$ cat src/rtl/imem_dmem_arbiter.sv
// Arbitrates one shared memory between instruction fetch and data access. Data has priority,
// fetch starvation is bounded, and each read response is routed back to its issuer.
module imem_dmem_arbiter #(
    parameter int unsigned AWIDTH     = 32,
    parameter int unsigned DWIDTH     = 32,
    parameter int unsigned MEM_LAT    = 1,
    parameter int unsigned STARVE_MAX = 4
) (
    input  logic              clk,
    input  logic              rst,
    input  logic              if_req_i,
    input  logic [AWIDTH-1:0] if_addr_i,
    output logic              if_gnt_o,
    output logic              if_rvalid_o,
    output logic [DWIDTH-1:0] if_rdata_o,
    input  logic              d_req_i,
    input  logic              d_we_i,
    input  logic [AWIDTH-1:0] d_addr_i,
    input  logic [DWIDTH-1:0] d_wdata_i,
    output logic              d_gnt_o,
    output logic              d_rvalid_o,
    output logic [DWIDTH-1:0] d_rdata_o,
    output logic [AWIDTH-1:0] mem_addr_o,
    output logic [DWIDTH-1:0] mem_data_o,
    output logic              mem_read_en_o,
    output logic              mem_write_en_o,
    input  logic [DWIDTH-1:0] mem_data_i
);

    localparam logic [2:0] LatInit   = 3'(MEM_LAT);
    localparam logic [3:0] StarveMax = 4'(STARVE_MAX);

    typedef enum logic {StIdle, StRdWait} state_e;

    state_e            r_state;
    logic [2:0]        r_cnt;
    logic              r_owner_d;
    logic [3:0]        r_starve;
    logic [AWIDTH-1:0] r_addr;

    logic w_resp;
    logic w_elig;
    logic w_if_prio;
    logic w_d_gnt;
    logic w_if_gnt;
    logic w_rd_gnt;

    // The response cycle of an outstanding read is also a grant slot, so reads can overlap.
    assign w_resp    = (r_state == StRdWait) && (r_cnt == 3'd1);
    assign w_elig    = !rst && ((r_state == StIdle) || w_resp);
    assign w_if_prio = if_req_i && (r_starve == StarveMax);
    assign w_d_gnt   = w_elig && d_req_i && !w_if_prio;
    assign w_if_gnt  = w_elig && if_req_i && !w_d_gnt;
    assign w_rd_gnt  = w_if_gnt || (w_d_gnt && !d_we_i);

    always_comb begin
        if_gnt_o       = w_if_gnt;
        d_gnt_o        = w_d_gnt;
        mem_addr_o     = r_addr;
        mem_data_o     = '0;
        mem_read_en_o  = 1'b0;
        mem_write_en_o = 1'b0;
        if (w_d_gnt) begin
            mem_addr_o     = d_addr_i;
            mem_read_en_o  = !d_we_i;
            mem_write_en_o = d_we_i;
            mem_data_o     = d_we_i ? d_wdata_i : '0;
        end else if (w_if_gnt) begin
            mem_addr_o    = if_addr_i;
            mem_read_en_o = 1'b1;
        end
    end

    always_comb begin
        if_rvalid_o = w_resp && !r_owner_d && !rst;
        d_rvalid_o  = w_resp && r_owner_d && !rst;
        if_rdata_o  = if_rvalid_o ? mem_data_i : '0;
        d_rdata_o   = d_rvalid_o ? mem_data_i : '0;
    end

    always_ff @(posedge clk or posedge rst) begin
        if (rst) begin
            r_state   <= StIdle;
            r_cnt     <= 3'd0;
            r_owner_d <= 1'b0;
            r_starve  <= 4'd0;
            r_addr    <= '0;
        end else begin
            if (w_d_gnt) begin
                r_addr <= d_addr_i;
            end else if (w_if_gnt) begin
                r_addr <= if_addr_i;
            end

            if (w_if_gnt) begin
                r_starve <= 4'd0;
            end else if (w_d_gnt) begin
                if (!if_req_i) begin
                    r_starve <= 4'd0;
                end else if (r_starve != StarveMax) begin
                    r_starve <= r_starve + 4'd1;
                end
            end

            if (w_rd_gnt) begin
                r_state   <= StRdWait;
                r_cnt     <= LatInit;
                r_owner_d <= w_d_gnt;
            end else if (r_state == StRdWait) begin
                r_cnt <= r_cnt - 3'd1;
                if (w_resp) begin
                    r_state <= StIdle;
                end
            end
        end
    end

endmodule

$ cat config.mk
export PLATFORM = sky130hd
export DESIGN_NAME = imem_dmem_arbiter
export DESIGN_NICKNAME = d
export VERILOG_FILES = /design/src/rtl/imem_dmem_arbiter.sv
export SDC_FILE = /design/constraint.sdc
export NUM_CORES = 1
export LEC_CHECK = 0
export ABC_CLOCK_PERIOD_IN_PS = 3850
export CORE_AREA = 2 2 105 107
export CTS_BUF_LIST = sky130_fd_sc_hd__clkbuf_8
export CTS_CLUSTER_SIZE = 16
export DETAILED_ROUTE_END_ITERATION = 10
export DIE_AREA = 0 0 107 109
export GPL_ROUTABILITY_DRIVEN = 0
export PLACE_DENSITY_LB_ADDON = 0.25
export SYNTH_ARGS = -nofsm -noshare
export SYNTH_HDL_FRONTEND = slang
export SYNTH_SLANG_ARGS = --single-unit
$ cat constraint.sdc
create_clock -name clk -period 3.85 [get_ports clk]
set_input_delay 0.77 -clock clk [delete_from_list [all_inputs] [get_ports clk]]
set_output_delay 0.77 -clock clk [all_outputs]
set_load 0.1 [all_outputs]
# After elaboration in Yosys (flattened, before gate mapping)
# Cells that the tools add are included.
[word_totals]
output_inout_bits = 134
register_bits = 41
[op_classes]
n_bitwise = 1
reduce_logical = 22
muxes = 18
n_eq_ne = 4
add_sub_neg = 2
[ops]
columns = ["cell", "count"]
rows = [
  ["$mux W32", 6],
  ["$mux W4", 4],
  ["$logic_and A1 B1 Y1", 12],
  ["$mux W1", 6],
  ["$mux W3", 2],
  ["$logic_not A1 Y1", 5],
  ["$add A4 B1 Y4 const B", 1],
  ["$eq A4 B3 Y1 const B", 1],
  ["$ne A4 B3 Y1 const B", 1],
  ["$reduce_bool A2 Y1", 2],
  ["$eq A3 B1 Y1 const B", 1],
  ["$ne A3 B1 Y1 const B", 1],
  ["$sub A3 B1 Y3 const B", 1],
  ["$logic_or A1 B1 Y1", 2],
  ["$reduce_and A2 Y1", 1],
  ["$not A1 Y1", 1],
]

# Longest topological paths before layout
# Gate-level depths: netlist of run 1.
[logic_depth]
ltp_word = 10
mapped_depth = 8

# Least setup slack after synthesis of run 1
# Ideal clock, no wire load.
[synth_path]
kind = "input-to-output"
from = "input port rst"
to = "output port if_gnt_o"
setup_slack_ns = -1.096
arrival_ns = 4.176
n_path_buf = 1
path_stages = 4
cell_sequence = "inv_1 > o21ai_4 > buf_2 > nor3_1"
[synth_via]
elab_chain_len = 6
word_cells_on_any_way = 7
classes_between = "7 x reduce/logical"
[synth_lines]
columns = ["element", "line", "source"]
rows = [
  ["start, declared", "10", "input logic rst,"],
  ["$logic_not A1 Y1 (no line) (*)", "n/a", ""],
  ["$logic_and A1 B1 Y1 (*)", "50", "assign w_elig = !rst && ((r_state == StIdle) || w_resp);"],
  ["$logic_and A1 B1 Y1 (2 in series)", "52", "assign w_d_gnt = w_elig && d_req_i && !w_if_prio;"],
  ["$logic_not A1 Y1", "53", "assign w_if_gnt = w_elig && if_req_i && !w_d_gnt;"],
  ["$logic_and A1 B1 Y1 (*)", "53", ""],
  ["end, declared", "13", "output logic if_gnt_o,"],
]
# Mark *: on every way between the ends. The rest lies on a longest branch, timed or not.

# Final worst setup path of run 1
[layout_path]
from = "input port if_req_i"
to = "output port mem_addr_o[24]"
[layout_via]
elab_chain_len = 7
word_cells_on_any_way = 8
classes_between = "2 x mux; 6 x reduce/logical"
[layout_lines]
columns = ["element", "line", "source"]
rows = [
  ["start, declared", "11", "input logic if_req_i,"],
  ["$logic_and A1 B1 Y1", "51", "assign w_if_prio = if_req_i && (r_starve == StarveMax);"],
  ["$logic_not A1 Y1", "52", ""],
  ["$logic_and A1 B1 Y1", "52", ""],
  ["$logic_not A1 Y1", "53", ""],
  ["$logic_and A1 B1 Y1", "53", ""],
  ["$mux W32", "n/a", ""],
  ["$mux W32 (*)", "63", "if (w_d_gnt) begin"],
  ["end, declared", "23", "output logic [AWIDTH-1:0] mem_addr_o,"],
]
# Marks and branches as above.

==> out/qor.yml, run 1 <==
run_status:
  status: "finished clean"
logic_synthesis:
  synth_seq_area_share_pct: 35.07
  synthSimpleGateAreaFrac_pct: 51.67
  netlist_instances: 344
  avgSynthCellArea_sq_um: 8.504
  synth-main-ff-cell: "dfrtp_1"
  synth_common_cells: "and2_1 (97), nor3_1 (61), dfrtp_1 (41), nor2_1 (35), nor4_2 (20)"
  synthAdderAreaFrac_pct: 1.711
  synth_area_sq_um: 2925
  synth_top_area_share_pct: 35.07
  synth_xor_xnor_area_share_pct: 0.5988
  synth.most_common_cell: "and2_1"
  synthArstFlopShare_pct: 100.0
  synth_compound_area_share_pct: 4.277
  yosysWarnings: 0
  synth_area_leaders: "dfrtp_1 (35%), and2_1 (21%), nor3_1 (10%)"
  synth_mux_area_share_pct: 0
  ys_seq_elements: 41
  synth_edf_count: 0
  synth_top_family_by_area: "simple AND/OR/NAND/NOR gates"
  synthesis.nets: 481
  synth_area_leader_cell: "dfrtp_1"
  ys_types: 39
sta:
  tightest_slew_ns: 0.9588
  min_period_over_period_pct: 95.31
  max_freq_ghz: 0.2725
  hold_viol: 0
  clock_skew_ns: 0.01898
  finalCriticalPeriod_ns: 3.669
  slew_violations: 0
  rsz0062_at_grt: "false"
  slew_headroom_pct: 36.08
  setup_viol: 0
  setup_slack_ns: 0.1806
  fin_hold_ws_ns: 0.5355
  fin_tns_setup_ns: 0
clocking:
  numCtsBuffers: 5
  holdBufCountCts: 0
  clock-root-buffer: "clkbuf_8"
  clock_path_buffers: 2
  cts_tree: "yes"
  insertion_delay_ns: 0.31
  clk_pin_slew_ns: 0.10
  postCtsSetupBuffers: 0
  ctsHtreeMaxLevel: 2
  post_cts_resized: 0
  clock_sinks: 41
worst_setup_path:
  cp.arrival_ns: 2.90
  path_cells: "clkdlybuf4s50_1, nand4b_1, and2_2, nor4_1, nor3_4, buf_12"
  reg2reg_slack_ns: 1.68
  slowest_delay_ns: 0.76
  endpoint_kind: "output port"
  slowest_stage: "and2_2"
  crit_path_max_fanout: 33
  r2r_cells: 6
  rr_endpoint: "r_addr[12]"
  r2r_start: "r_starve[0]"
  worstSetupPathType: "in -> out"
  cp.required_ns: 3.08
  cp-start-kind: "input pin"
grt:
  grt_start_max_net_pins: 64
  grt_antenna_before_repair: 0
  overflow: 0
  grt.total_usage_pct: 21.75
  grt_pass1_vias: 3689
  grt_pass1_wl_um: 19960
min_path:
  min_path_cells: 1
  hold_end: "r_starve[3]"
  min_path_type: "reg -> reg"
  hold_path.startpoint: "r_starve[3]"
place:
  place_inst: 728
  pre_cts_ws_ns: 0.1750
  dp_hpwl_um: 10430
  port-buffer-count: 266
floorplanning:
  rows: 38
  fp.dieH_um: 109
  start_util_pct: 27.59
  die_area_sq_um: 11660
  core_area_sq_um: 10600
  fp.dieW_um: 107
  io_pins: 267
power_and_ir_drop:
  powerDensity_nw_per_um2: 685.3
  ir_worst_vdd_mv: 0.7476
  leakage_nw: 2.918
run:
  max_cap_viol_count: 0
layout:
  final_cells: 736
  final_nets: 732
  n_antenna_cell: 0
  area_growth_pct: 155.4
  drive_gt1_share_pct: 35.74
  fin_util_pct: 70.47
detailed_routing:
  first_pass_iters: 4
  drt-total-wl_um: 12970
  vias_per_cell: 4.815
  postRouteAntennaNets: 0
  drt-initial-drc-count: 163
  drcViolationCount: 0
  vias: 3544
  wire_per_inst_um: 17.62
## placed cells by master, fill, tap and decap left out, types with 2 or more instances in the layout
master,instances
nand2_1,5
nor2_1,35
o41ai_1,2
clkbuf_8,5
buf_4,6
inv_1,6
dfrtp_1,41
nor4_1,12
clkdlybuf4s50_1,132
nor3_1,32
nor3_2,2
nor4_2,20
clkinvlp_4,2
and2_1,96
o21ai_0,3
inv_2,2
nor3_4,32
buf_12,136
ha_1,4
## registers in the layout, summed over array words and instances, names as in the netlist
signal,flops
r_addr,32
r_starve,4
r_cnt,3
r_owner_d,1
r_state,1
## worst max path at each step
stage             start             end  slack [ns]
6_report       if_req_i  mem_addr_o[24]        0.18
2_1_floorplan       rst  mem_data_o[22]        0.05
3_5_place_dp   if_req_i  mem_addr_o[30]        0.17
4_1_cts        if_req_i  mem_addr_o[30]        0.17
5_1_grt        if_req_i  mem_addr_o[24]        0.04
3_3_place_gp   if_req_i  mem_addr_o[12]        0.23
## logic make-up (layout without fill, tap and decap cells)
kind of cell	count (synthesis)	count (layout)
DFF	41	41
adders and majority gates	4	4
AOI/OAI and AO/OA	15	15
xor gates and xnor gates	2	2
and+or+nand+nor	243	243
buffers and inverters	39	291
## final cells by class
type / instances / area, sq um
multi-input cells: 264 / 2051
clock inverters: 3 / 25.02
inverters: 9 / 37.54
flip-flops and latches: 41 / 1026
well taps: 140 / 175.2
repair buffers: 274 / 4089
fillers: 767 / 3131
clock buffers: 5 / 68.82
## stage by stage
step / area [sq um] / total power [W]
6_report: 7472 / 0.005120
5_1_grt: 7472 / 0.005308
4_1_cts: 7472 / 0.005163
3_5_place_dp: 7378 / 0.004841
3_3_place_gp: 7378 / 0.004773
2_1_floorplan: 3274 / 0.003373
## power by group
part           internal (W)  switching, W
registers          0.000627     0.0000922
clock network      0.000131      0.000179
logic               0.00139       0.00270
total               0.00215       0.00297
## layer usage
layer	up-vias	GRT usage, %	wire [um]
met2	167	40.26	7070
met1	1682	24.97	4755
met3	21	5.140	893
li1	1674	-	-
met4	0	6.308	249
met5	-	0	0
## critical path: cells and delay by family
| kind | cells | cell delay, ns |
|---|---|---|
| simple gates | 4 | 1.40 |
| buf+inv | 2 | 0.71 |
Power figures use the tool's default switching activity.
==> run 2, diff against run 1 <==
Settings changed: CORE_AREA 2 2 105 107 to 2 2 104 106, DIE_AREA 0 0 107 109 to 0 0 106 108, DONT_BUFFER_PORTS from default to 1.
==> out/qor.yml, run 2 (same netlist as run 1, synthesis figures left out) <==
sta:
  max_freq_ghz: 0.2972
  rsz0062_at_grt: "false"
  slew_headroom_pct: 39.96
  hold_viol: 0
  fin_hold_ws_ns: 0.5449
  tightest_slew_ns: 0.9007
  min_period_over_period_pct: 87.41
  finalCriticalPeriod_ns: 3.365
  setup_viol: 0
  slew_violations: 0
  fin_tns_setup_ns: 0
  setup_slack_ns: 0.4849
  clock_skew_ns: 0.008990
detailed_routing:
  drt-initial-drc-count: 146
  drt-total-wl_um: 10380
  drcViolationCount: 0
  postRouteAntennaNets: 0
  first_pass_iters: 4
  vias: 2906
  vias_per_cell: 4.851
  wire_per_inst_um: 17.33
floorplanning:
  start_util_pct: 28.59
  fp.dieW_um: 106
  fp.dieH_um: 108
  die_area_sq_um: 11450
  io_pins: 267
  rows: 37
  core_area_sq_um: 10230
layout:
  largest_register: "r_addr"
  final_cells: 599
  fin_util_pct: 51.16
  drive_gt1_share_pct: 46.00
  fillCellCount: 898
  mostFrequentLayoutCells: "and2_1 (96), buf_4 (81), buf_12 (59)"
  n_antenna_cell: 0
  final_common_cell: "and2_1"
  final_nets: 599
  top_regs: "r_addr (32), r_starve (4), r_cnt (3)"
  largest_reg_flops: 32
  area_growth_pct: 78.91
worst_setup_path:
  cp.required_ns: 3.08
  reg2reg_slack_ns: 1.43
  worstSetupPathType: "reg -> out"
  cp-start-kind: "flop"
  endpoint_kind: "output port"
  crit_path_max_fanout: 33
  cp.arrival_ns: 2.60
grt:
  grt_pass1_wl_um: 15640
  grt_antenna_before_repair: 0
  grt.total_usage_pct: 17.15
  grt_pass1_vias: 2884
  overflow: 0
  grt_start_max_net_pins: 51
clocking:
  clock-root-buffer: "clkbuf_8"
  holdBufCountCts: 0
  clock_sinks: 41
  insertion_delay_ns: 0.29
  cts_tree: "yes"
  postCtsSetupBuffers: 0
  ctsHtreeMaxLevel: 2
  numCtsBuffers: 5
  clk_pin_slew_ns: 0.07
  post_cts_resized: 0
  clock_path_buffers: 2
run:
  max_cap_viol_count: 0
place:
  place_inst: 591
  pre_cts_ws_ns: 0.6105
  port-buffer-count: 0
  dp_hpwl_um: 8251
power_and_ir_drop:
  powerDensity_nw_per_um2: 835.6
  leakage_nw: 2.140
  ir_worst_vdd_mv: 0.5617
run_status:
  status: "finished clean"
min_path:
  min_path_type: "reg -> reg"
## run 2: layout make-up
cell class	instances	area, sq um	share of cell area [%]
Clock inverter	2	33.78	0.6455
Multi-Input combinational cell	264	2067	39.49
Sequential cell	41	1026	19.60
Timing Repair Buffer	141	1817	34.71
Inverter	9	37.54	0.7172
Tap cell	136	170.2	3.251
Clock buffer	6	82.58	1.578
## run 2: metrics by stage
stage	cell area, sq um	power (W)
global route	5234	0.004552
CTS	5234	0.004404
global placement	5117	0.004008
floorplan	3274	0.003373
detailed placement	5117	0.004043
finish	5234	0.004374
## run 2: metal layers
| layer | global-route usage [%] | wire (um) | part of all wire, % |
|---|---|---|---|
| met2 | 32.30 | 5624 | 54 |
| met5 | 0 | 0 | 0 |
| met4 | 4.041 | 116 | 1.1 |
| met1 | 19.48 | 3820 | 37 |
| met3 | 4.340 | 819 | 7.9 |
## run 2: critical path: stages, from the launching register on
cell and delay (ns):
dfrtp_1 0.42, inv_1 0.06, ha_1 0.20, nand4b_1 0.13, and2_2 0.76, nor4_1 0.17
nor3_4 0.24, buf_4 0.32
## run 2: final timing paths
kind	start	endpoint	depth (start not counted)
setup / recovery	r_starve[0]	mem_addr_o[25]	7
hold reg to reg	r_cnt[0]	r_cnt[0]	2
min in group asynchronous	rst	r_addr[26]	2
hold / removal	r_cnt[0]	r_cnt[0]	2
setup reg to reg	r_starve[0]	r_addr[25]	7
max in group asynchronous	rst	r_addr[21]	2
## run 2: power breakdown
group	internal, W	leakage, nW	switching [W]	total (W)
Clock	0.000209	0.0626	0.000148	0.000357
Sequential	0.000627	0.464	0.0000855	0.000712
Combinational	0.000765	1.61	0.00254	0.00330
